<file path="config.mk">
export PLATFORM = sky130hd
export DESIGN_NAME = host_io
export DESIGN_NICKNAME = d
export VERILOG_FILES = /design/src/rtl/host_io.sv
export SDC_FILE = /design/constraint.sdc
export NUM_CORES = 1
export LEC_CHECK = 0
export BUFFER_PORTS_ARGS = -buffer_cell sky130_fd_sc_hd__buf_2
export CORE_MARGIN = 2
export CORE_UTILIZATION = 50
export CTS_CLUSTER_DIAMETER = 50
export DETAILED_ROUTE_END_ITERATION = 8
export PLACE_DENSITY = 0.81
export SLEW_MARGIN = 10
export SYNTH_ARGS = -nofsm -noshare
export SYNTH_HDL_FRONTEND = slang
export SYNTH_SLANG_ARGS = --single-unit
</file>
<file path="constraint.sdc">
create_clock -name clk -period 3.6 [get_ports clk]
set_clock_uncertainty 0.15 [all_clocks]
set_input_delay 0.18 -clock clk [delete_from_list [all_inputs] [get_ports clk]]
set_output_delay 0.18 -clock clk [all_outputs]
set_load 0.005 [all_outputs]
</file>
<file path="src/rtl/host_io.sv">
// Memory-mapped host peripheral: console TX FIFO, sticky exit latch, PC-stall watchdog, STATUS read-back.
// Reads answer one cycle after the request; a PUTC into a full FIFO holds wbusy high until a slot frees.
module host_io #(
    parameter logic [31:0] BASE       = 32'h9000_0000,
    parameter int          FIFO_DEPTH = 16,
    parameter int          TIMEOUT    = 100
) (
    input  logic        clk,
    input  logic        resetb,
    input  logic        wready,
    input  logic [31:0] waddr,
    input  logic [31:0] wdata,
    input  logic [3:0]  wstrb,
    output logic        wbusy,
    output logic        whit,
    input  logic        rready,
    input  logic [31:0] raddr,
    output logic        rresp,
    output logic [31:0] rdata,
    input  logic [31:0] pc_in,
    input  logic        pc_valid,
    output logic        tx_valid,
    output logic [7:0]  tx_data,
    input  logic        tx_ready,
    output logic        done,
    output logic [31:0] exit_code,
    output logic        timeout
);
    localparam int AW = (FIFO_DEPTH > 1) ? $clog2(FIFO_DEPTH) : 1;
    localparam int CW = AW + 1;

    localparam logic [7:0] OFF_PUTC   = 8'h1C;
    localparam logic [7:0] OFF_STATUS = 8'h20;
    localparam logic [7:0] OFF_WDOG   = 8'h24;
    localparam logic [7:0] OFF_EXIT   = 8'h2C;

    localparam logic [CW-1:0] FULL_CNT = CW'(FIFO_DEPTH);

    logic [7:0]    fifo_mem [FIFO_DEPTH];
    logic [AW-1:0] wr_ptr;
    logic [AW-1:0] rd_ptr;
    logic [CW-1:0] count;
    logic          empty;
    logic          full;
    logic          wr_en;
    logic          putc_req;
    logic          wr_acc;
    logic          push;
    logic          pop;
    logic          exit_wr;
    logic          wdog_wr;
    logic          rd_hit;
    logic [15:0]   limit;
    logic [15:0]   cnt;
    logic [31:0]   prev_pc;
    logic [31:0]   status;

    assign whit     = wready && (waddr[31:8] == BASE[31:8]);
    assign wr_en    = whit && (wstrb != 4'h0);
    assign putc_req = wr_en && (waddr[7:0] == OFF_PUTC);
    // Busy ignores a same-cycle pop so the push never races the drain.
    assign wbusy    = putc_req && full;
    assign wr_acc   = wr_en && !wbusy;
    assign push     = wr_acc && (waddr[7:0] == OFF_PUTC);
    assign exit_wr  = wr_acc && (waddr[7:0] == OFF_EXIT);
    assign wdog_wr  = wr_acc && (waddr[7:0] == OFF_WDOG);

    assign empty    = (count == '0);
    assign full     = (count == FULL_CNT);
    assign tx_valid = !empty;
    assign tx_data  = empty ? 8'h00 : fifo_mem[rd_ptr];
    assign pop      = tx_valid && tx_ready;

    assign rd_hit   = rready && (raddr[31:8] == BASE[31:8]);
    assign status   = {16'h0000, 8'(count), 4'h0, timeout, done, full, empty};

    always_ff @(posedge clk) begin
        if (!resetb) begin
            wr_ptr <= '0;
            rd_ptr <= '0;
            count  <= '0;
        end else begin
            if (push) wr_ptr <= wr_ptr + AW'(1);
            if (pop)  rd_ptr <= rd_ptr + AW'(1);
            case ({push, pop})
                2'b10:   count <= count + CW'(1);
                2'b01:   count <= count - CW'(1);
                default: count <= count;
            endcase
        end
    end

    always_ff @(posedge clk) begin
        if (push) fifo_mem[wr_ptr] <= wdata[7:0];
    end

    always_ff @(posedge clk) begin
        if (!resetb) begin
            done      <= 1'b0;
            exit_code <= 32'h0;
        end else if (exit_wr && !done) begin
            done      <= 1'b1;
            exit_code <= wdata;
        end
    end

    always_ff @(posedge clk) begin
        if (!resetb) begin
            prev_pc <= 32'h0;
            cnt     <= 16'h0;
            limit   <= 16'(TIMEOUT);
            timeout <= 1'b0;
        end else begin
            if (pc_valid) prev_pc <= pc_in;
            if (wdog_wr) begin
                limit <= wdata[15:0];
                cnt   <= 16'h0;
            end else if (pc_valid) begin
                if (pc_in != prev_pc)   cnt <= 16'h0;
                else if (cnt != 16'hFFFF) cnt <= cnt + 16'h1;
            end
            if ((limit != 16'h0) && (cnt == limit)) timeout <= 1'b1;
        end
    end

    always_ff @(posedge clk) begin
        if (!resetb) begin
            rresp <= 1'b0;
            rdata <= 32'h0;
        end else begin
            rresp <= rd_hit;
            rdata <= (rd_hit && (raddr[7:0] == OFF_STATUS)) ? status : 32'h0;
        end
    end
endmodule

</file>
Yosys cells after proc, flatten, opt, wreduce, memory -nomap -nowiden:

Memories as Yosys holds them, arrays and structs flattened. A register that Yosys moved wholly into a read port is not among the register bits.
Index checks and enable logic that the tools add are counted.

* $add $sub $neg: 5
* equality and inequality tests: 12
* muxes and demuxes: 8
* bitwise logic cells: 1
* reduce and logical (&&, ||, !) cells: 24

Operators with widths (number)
* $eq A24 B24 Y1 const B: 2
* $mux W16: 2
* $ne A32 B32 Y1: 1
* $eq A8 B6 Y1 const B: 3
* $add A16 B1 Y16 const B: 1
* $eq A16 B16 Y1: 1
* $ne A16 B16 Y1 const B: 1
* $reduce_bool A16 Y1: 1
* $logic_and A1 B1 Y1: 13
* $pmux W5 S2: 1
* $add A4 B1 Y4 const B: 2
* $eq A8 B5 Y1 const B: 1
* $mux W4: 2
* $mux W8: 1
* $add A5 B1 Y5 const B: 1
* $eq A5 B5 Y1 const B: 1
* $logic_not A5 Y1: 1
* $sub A5 B1 Y5 const B: 1
* $reduce_and A2 Y1: 2
* $reduce_bool A2 Y1: 2
* $reduce_bool A4 Y1: 1
* $logic_not A1 Y1: 3
* $eq A2 B1 Y1 const B: 1
* $eq A2 B2 Y1 const B: 1
* 3 further kinds: 4

* bits in registers: 144
* RAM bits: 128
* word-level logic and storage cells: 63
* memories: 1

Memories
* fifo_mem: words 16, bits a word 8, rd ports 1, clocked after Yosys merged registers in 1, write ports 1, RTL line 39 `logic [7:0] fifo_mem [FIFO_DEPTH];`

Depth between registers and ports, before layout:

Gate-level depths: netlist of run 1.

* depth in word-level cells: 10
* mapped depth: 17
* gate-level depth less buffers: 14

Worst setup path before layout of run 1:

OpenSTA, ideal clock, no wires.

* kind: input port to flip-flop
* start: in waddr[12]
* end: reg count[4]
* library setup time: 76 ps
* arrival time: 3299 ps
* required time: 3374 ps
* path slack: 75 ps
* stages: 17
* path buffers: 3
* cell sequence: nor4_1 nand4_1 nor4_4 and3_1 buf_4 buf_4 inv_1 ha_1 clkbuf_1 xor2_1 ha_1 o21a_1 o22a_1 a21oi_1 xor2_1 or3_1 a21boi_0

* word-level cells in the longest chain between the ends: 10

RTL lines
* from (decl): RTL line 11 `input logic [31:0] waddr,`
* $eq A24 B24 Y1 *: RTL line 58 `assign whit = wready && (waddr[31:8] == BASE[31:8]);`
* $logic_and A1 B1 Y1 *: RTL line 58
* $logic_and A1 B1 Y1 *: RTL line 59 `assign wr_en = whit && (wstrb != 4'h0);`
* $logic_and A1 B1 Y1: RTL line 60 `assign putc_req = wr_en && (waddr[7:0] == OFF_PUTC);`
* $logic_and A1 B1 Y1: RTL line 62 `assign wbusy = putc_req && full;`
* $logic_not A1 Y1: RTL line 63 `assign wr_acc = wr_en && !wbusy;`
* $logic_and A1 B1 Y1 *: RTL line 63
* $logic_and A1 B1 Y1 *: RTL line 64 `assign push = wr_acc && (waddr[7:0] == OFF_PUTC);`
* $eq A2 B1 Y1 or $eq A2 B2 Y1 (tied branches): RTL line 85 `case ({push, pop})`
* $pmux W5 S2 or $reduce_bool A2 Y1 (tied branches)
* to (signal assigned): RTL line 86 `2'b10: count <= count + CW'(1);`
* to (signal assigned): RTL line 87 `2'b01: count <= count - CW'(1);`
* to (signal assigned): RTL line 88 `default: count <= count;`
* to (decl): RTL line 42 `logic [CW-1:0] count;`

Every way passes the cells marked *; elsewhere a longest branch is shown, timed or not.
A chain may end at the register's enable or synchronous reset.

==> results of run 1 <==
==> final cells by class <==
class | instances | area, um2
Timing Repair Buffer | 271 | 1720
Tap cell | 280 | 350
Multi-Input combinational cell | 575 | 4470
Sequential cell | 253 | 6350
Inverter | 7 | 26.3
Fill cell | 1604 | 8090
Clock buffer | 35 | 746
Clock inverter | 15 | 134
==> critical path, stage by stage, from the launching register on <==
cell and delay, ps:
sky130_fd_sc_hd__dfxtp_2 310, sky130_fd_sc_hd__buf_4 490, sky130_fd_sc_hd__mux4_2 640, sky130_fd_sc_hd__mux4_2 490
sky130_fd_sc_hd__nor2b_1 150, sky130_fd_sc_hd__buf_2 130
==> timing repair <==
item                                   4_1_cts  5_1_grt
gates resized for setup                      0        0
hold buffers                                67        0
setup buffers                                0        0
endpoints found under the hold margin      209        0
==> sequential cells by signal (all words and copies together) (netlist names), named ones only <==
name       cells
fifo_mem     128
exit_code     32
prev_pc       32
cnt           16
limit         16
rdata          9
count          5
rd_ptr         4
wr_ptr         4
done           1
rresp          1
timeout        1
==> report_power, final <==
| part | switching (mW) | internal [mW] |
|---|---|---|
| combinational | 0.141 | 0.164 |
| sequential | 0.0161 | 3.04 |
| clock | 1.15 | 1.55 |
| total | 1.31 | 4.76 |
==> worst max-delay path by stage <==
stage / start / to
2_1_floorplan: waddr[12] / count[4]
3_3_place_gp: waddr[12] / count[4]
3_5_place_dp: waddr[12] / count[4]
4_1_cts: register / tx_data[5]
5_1_grt: count[1] / count[4]
6_report: register / tx_data[5]
==> logic make-up (layout without fill, tap and decap cells) <==
kind of cell | count (synthesis) | after routing | share of synthesized area
AO/OA/AOI/OAI | 93 | 93 | 0.0677
XOR/XNOR | 63 | 63 | 0.0492
adder cells (fa/ha/maj) | 10 | 10 | 0.0112
buffers and inverters | 80 | 328 | 0.0422
flip-flops | 253 | 253 | 0.566
multiplexers | 76 | 76 | 0.113
other | 1 | 23 | 0.000335
AND/OR/NAND/NOR | 310 | 310 | 0.151
==> placed cells by master, fill, tap and decap left out, drive strengths merged, types with 2 or more instances in the layout <==
cell type	instances
xnor2	16
inv	9
or4	4
nor3b	2
ha	10
nand2b	2
conb	23
clkinv	11
nor2	20
or3	2
nand4b	2
o2111ai	2
a21oi	13
mux2i	36
nand2	124
nor4b	4
nor2b	50
clkbuf	35
nor3	12
a22oi	2
o211ai	5
edfxtp	128
nor4	25
buf	204
nand4	13
and2	20
and3	15
dlygate4sd3	67
o21a	4
o21ai	11
dfxtp	125
xor2	47
a21boi	48
nand3	10
mux4	40
==> per-stage QoR <==
stage	hold WS (ps)	cells
4_1_cts	85.0	1436
6_report	96.8	1436
3_3_place_gp	276	1319
3_5_place_dp	280	1319
5_1_grt	109	1436
2_1_floorplan	129	908
==> per-layer routing <==
layer	track usage	share of wire	wire, um	up-vias
li1	-	-	-	3650
met1	0.266	0.40	10400	3746
met2	0.393	0.51	13200	254
met3	0.0428	0.058	1480	58
met4	0.0585	0.024	630	0
met5	0	0	0	-
==> metrics list, run 1 <==
- Arrival time at the worst endpoint: approximately 2800 ps
- Cell types with the largest area share after synthesis: sky130_fd_sc_hd__edfxtp_1 34%, sky130_fd_sc_hd__dfxtp_1 22%, sky130_fd_sc_hd__mux4_2 8.0%
* Routed len/inst: approximately 18 um
- After detailed placement, the total cell area comes to 0.0122 mm2.
- Clock slew seen by the registers of the worst setup and hold paths: 60 ps
* Number of nets at the end of the flow: approximately 1,300
* Horizontal die dimension: ~150 um
- Area fraction of the dominant cell type after synthesis: 0.343
* Vertical die dimension: between 150 and 200 um
* Leading post-synthesis cells by instance count: 128 x sky130_fd_sc_hd__edfxtp_1, 125 x sky130_fd_sc_hd__dfxtp_1, 104 x sky130_fd_sc_hd__nand2_1
- Clock tree from TritonCTS: yes
- The mapped netlist covers 0.0112 mm2.
- Number of maximum-capacitance constraint violations: 0
* Starting DRC count in detailed routing: between 500 and 600
- Number of flip-flops and latches in the synthesized netlist: ~250
* Worst r2r dst: count[4]
- P&R area growth vs syn: 23.1%
* Number of global-route vias before repair: 7,938
* Fin Setup TNS: 0 ps
* Effective utilization at floorplan: 0.512
- The core region is 0.0219 mm2.
- Final number of max-transition violations: 0
- Most used flip-flop cell after synthesis: sky130_fd_sc_hd__edfxtp_1
* Number of CTS-inserted buffers: 27
- Crit end category: output pin
- Clk sinks: around 250
- Startpoint type of the worst setup path: register
- In this run the mean area of a mapped cell was approximately 13 um2.
- In this run the number of H-tree levels came out at 1.
* Total global-route track usage: 0.218
* Fraction of layout cells with a size suffix above 1: 0.303
- The number of antenna violations at the first check in global routing came to 0.
- The first global-routing pass estimated 41,600 um of wire.
- R2R Setup Slk: between 500 and 600 ps
* Count of endpoints failing hold in the final timing report: 0
* Crit path time final: about 3100 ps
- The flow ran to the end, and the final reports show no timing, DRC or antenna violations.
- Power density over cell area: 440 mW/mm2
* Final std cell area, no fill: 0.0138 mm2
* Post-DRT Antenna Nets: 0
- DR vias: between 7,000 and 8,000
- Total congestion overflow: 0
- Setup violations remaining at the end of the flow were counted as 0.
- Leading cell type by number of instances after synthesis: sky130_fd_sc_hd__edfxtp_1
- FP Rows: 54
* IO Pins: around 220
- Required time at the worst-slack endpoint: between 3000 and 4000 ps
- Yosys synthesis warning count: 0
* Crit-path max FO: 32
- N_diodes: 0
* Setup repair after global routing missed its margin: no
- Max-slew headroom: 0.448
- Portion of the clock cycle consumed by the worst path in the final layout: 0.863
* Fraction of the yosys area taken by sequential cells: 0.566
- Mapped Cells: ~900
- DR pass1 iterations: 6
- The worst setup path is of the register to output pin kind.
- Via/cell ratio: 5.37
- Share of flip-flops with an asynchronous set or reset: 0
* Hold Path Class: primary input to register
- Startpoint of the most critical hold path: tx_ready
- Pin count of the biggest net entering global routing: 100
- Later-pin clock latency in the skew report: 540 ps
- Timing would allow up to 0.322 GHz.
* VDD IR-drop max: about 0.00035 V
* CTS root buffer: sky130_fd_sc_hd__clkbuf_16
* Number of distinct library cell variants in the gate-level netlist after synthesis: 64
* Die ar.: about 0.024 mm2
- Slew of the pin with the lowest slew margin: around 830 ps
- Number of buffers added on ports: 192
* Worst hold path stage count: 4
* Total DRC errors in the routed layout: 0
- Startpoint of the worst-slack reg-to-reg timing path: count[1]
- In this run, synthesis inferred approximately 130 flip-flops with an integrated enable.
- For this run, the share of the core covered by cells in the final layout is 0.630.
- Leakage: around 5.3 nW
* Dpl ws: between 300 and 400 ps
- Detailed placement ended at an HPWL of 16,800 um.
- RD Place Congestion: between 0.8 and 0.9
* Design Power: 6.07 mW
- Worst-case reg-to-reg path depth: 12
* Detailed-route wire length: approximately 26,000 um
- No sink is reached through more buffers than the 3 on the longest clock path.
* Post-synthesis cell type with the largest combined area: sky130_fd_sc_hd__edfxtp_1
* Final worst setup slack: approximately 490 ps
No activity file was read; power rests on OpenSTA's default activity.
==> run 2: changes to the inputs <==
Settings changed: CORE_UTILIZATION 50 to 52, CTS_BUF_LIST set to sky130_fd_sc_hd__clkbuf_8, PLACE_DENSITY 0.81 to 0.84.
==> run 2 against run 1 <==
Against the previous run: sequential power hardly changed; via count increased by 1.5%; fmax down 1.7%; wire length rose by 4.6%.
==> metrics list, run 2 (synthesized netlist as in run 1, its figures left out) <==
* Filler cell count in the final layout: 1,528
* Startpoint of the most critical hold path: raddr[6]
- Power density over cell area: roughly 430 mW/mm2
* Number of CTS-inserted buffers: 42
- The library cell used most frequently in the layout, excluding fill and tap cells, is sky130_fd_sc_hd__buf_2.
- Number of endpoints failing setup at the final stage: 0
* DR vias: between 7,000 and 8,000
* Number of flip-flops under the largest register name: approximately 130
* Area occupied by registers: 0.00635 mm2
* Arrival time at the worst endpoint: 3470 ps
- STA classifies the critical path endpoint as a register.
* FP Rows: 53
- Number of nets at the end of the flow: ~1,300
- Clock slew seen by the registers of the worst setup and hold paths: 60 ps
- More flip-flops sit in one register than any other, and that register is fifo_mem.
- Counting every sink on the clock net gives between 200 and 300.
- The first global-routing pass estimated 42,500 um of wire.
- Crit Path Class: register to register
- Most frequent cells in the layout: 192 x sky130_fd_sc_hd__buf_2, 128 x sky130_fd_sc_hd__edfxtp_1, 124 x sky130_fd_sc_hd__dfxtp_1
- Startpoint of the worst-slack reg-to-reg timing path: count[1]
- Final number of max-transition violations: 0
- Clock tree from TritonCTS: yes
* Fin Setup TNS: 0 ps
- Horizontal die dimension: between 150 and 200 um
- Crit path time final: around 3200 ps
- CTS root buffer: sky130_fd_sc_hd__clkbuf_8
* Total global-route track usage: 0.242
- Measured against its own limit, the worst slew margin works out to 0.446.
- The largest registers in the layout are fifo_mem: 128 flops, exit_code: 32 flops, prev_pc: 32 flops.
- Routed len/inst: 18.4 um
* Die ar.: ~0.023 mm2
* R2R Setup Slk: about 440 ps
- Setup slack closes at between 400 and 500 ps.
- The worst hold path terminates at rdata[1].
- Timing would allow up to around 0.32 GHz.
* Detailed placement HPWL: 17,300 um
- At the worst endpoint, the required time is 3910 ps.
* Number of global-route vias before repair: about 8,200
* DR pass1 iterations: 5
* Number of buffers added on ports: roughly 190
* Slew of the pin with the lowest slew margin: ~830 ps
- Worst-case reg-to-reg path depth: 12
- The region available for standard cell placement spans approximately 0.021 mm2.
- Effective utilization at floorplan: 0.531
- Portion of the clock cycle consumed by the worst path in the final layout: 0.878
* Total congestion overflow: 0
* Vertical die dimension: 151 um
- Counting instances, the worst hold path has a depth of 4.
* Startpoint type of the worst setup path: register
* VDD IR-drop max: between 0.0002 and 0.0003 V
- Of all nets on the critical path, the largest fanout is 9.
- Summed over all layers, the routed wires come to about 27,000 um.
* Worst r2r dst: count[4]
- Dividing the detail-routed via count by the number of cells gives around 5.3.
- Routability-driven placement finished with a final weighted congestion of between 0.8 and 0.9.
- Count of endpoints failing hold in the final timing report: 0
* Share of the core filled with cells in the final layout: 0.656
* Leakage: roughly 5.4 nW
- Number of maximum-capacitance constraint violations: 0
- Area occupied by multi-input gates: between 0.004 and 0.005 mm2
* Dpl ws: just over 300 ps
- Compared with the post-synthesis result, the final layout area differs by 23.4%.
- Entering global routing, the biggest net connects 100 pins.
- Fraction of layout cells with a size suffix above 1: 0.310
- Later-pin clock latency in the skew report: between 500 and 600 ps
- Pin placement for this block handled 216 I/O pins.
* Number of buffers inserted to repair setup after CTS: 0
- CTS H-Tree Depth: 2
- The flow ran to the end, and the final reports show no timing, DRC or antenna violations.
- Post-DRT Antenna Nets: 0
- After detailed routing, the number of remaining DRC violations is 0.
- Setup repair after global routing left no endpoint under its margin.
- Hold Path Class: primary input to register
- No sink is reached through more buffers than the 3 on the longest clock path.
- After the first detailed-routing iteration, the DRC count stood at ~370.
- Number of antenna violations at the first check in global routing: 1
## run 2: per-stage QoR
stage / cell area (um2) / hold WS [ps] / power (mW) / std cells
6_report: 13800 / 61.7 / 5.90 / 1465
5_1_grt: 13800 / 79.3 / 6.10 / 1464
4_1_cts: 13800 / 40.5 / 5.93 / 1464
3_5_place_dp: 12300 / 284 / 3.36 / 1320
3_3_place_gp: 12300 / 276 / 3.35 / 1320
2_1_floorplan: 11300 / 129 / 3.25 / 908
## run 2: power breakdown
group | leakage [nW] | switching (mW) | internal (mW)
clock network | 0.493 | 1.12 | 1.42
registers | 2.16 | 0.0171 | 3.04
logic | 2.73 | 0.141 | 0.163
## run 2: worst max-delay path by stage
| stage | start | to | slack (ps) | cells past startpoint |
|---|---|---|---|---|
| 3_5_place_dp | waddr[12] | count[4] | 300 | 15 |
| 6_report | count[1] | count[4] | 440 | 12 |
| 4_1_cts | count[1] | count[4] | 450 | 12 |
| 3_3_place_gp | waddr[11] | count[4] | 420 | 15 |
| 2_1_floorplan | waddr[12] | count[4] | 80 | 17 |
| 5_1_grt | count[1] | count[4] | 100 | 12 |
## run 2: metal layers
| metal | track usage | up-vias | wire length, um |
|---|---|---|---|
| met3 | 0.0476 | 42 | 1550 |
| met2 | 0.450 | 274 | 14300 |
| met5 | 0 | - | 0 |
| met1 | 0.281 | 3810 | 10500 |
| met4 | 0.0780 | 0 | 566 |
| li1 | - | 3701 | - |
## run 2: critical path: stages, from the launching register on
cell                       delay (ps)
sky130_fd_sc_hd__dfxtp_1          500
sky130_fd_sc_hd__nor4_1           110
sky130_fd_sc_hd__nor2b_1          160
sky130_fd_sc_hd__nor2b_1          420
sky130_fd_sc_hd__ha_1             290
sky130_fd_sc_hd__xor2_1           160
sky130_fd_sc_hd__ha_1             220
sky130_fd_sc_hd__a21boi_0         230
sky130_fd_sc_hd__o22a_1           170
sky130_fd_sc_hd__a21oi_1           70
sky130_fd_sc_hd__xor2_1           150
sky130_fd_sc_hd__or3_1            300
sky130_fd_sc_hd__a21boi_0         150
## run 2: layout make-up
cell class,instances,share of cell area
tap,275,0.0249
inverter,7,0.00190
timing repair buffer,277,0.129
clock buffer,54,0.0537
sequential,253,0.459
antenna,1,0.000181
clock inverter,23,0.00859
multi-input combinational,575,0.323
## run 2: repair_timing
| action | in CTS | in global routing |
|---|---|---|
| gates resized for setup | 0 | 0 |
| endpoints found under the hold margin | 209 | 0 |
| hold buffers | 67 | 0 |
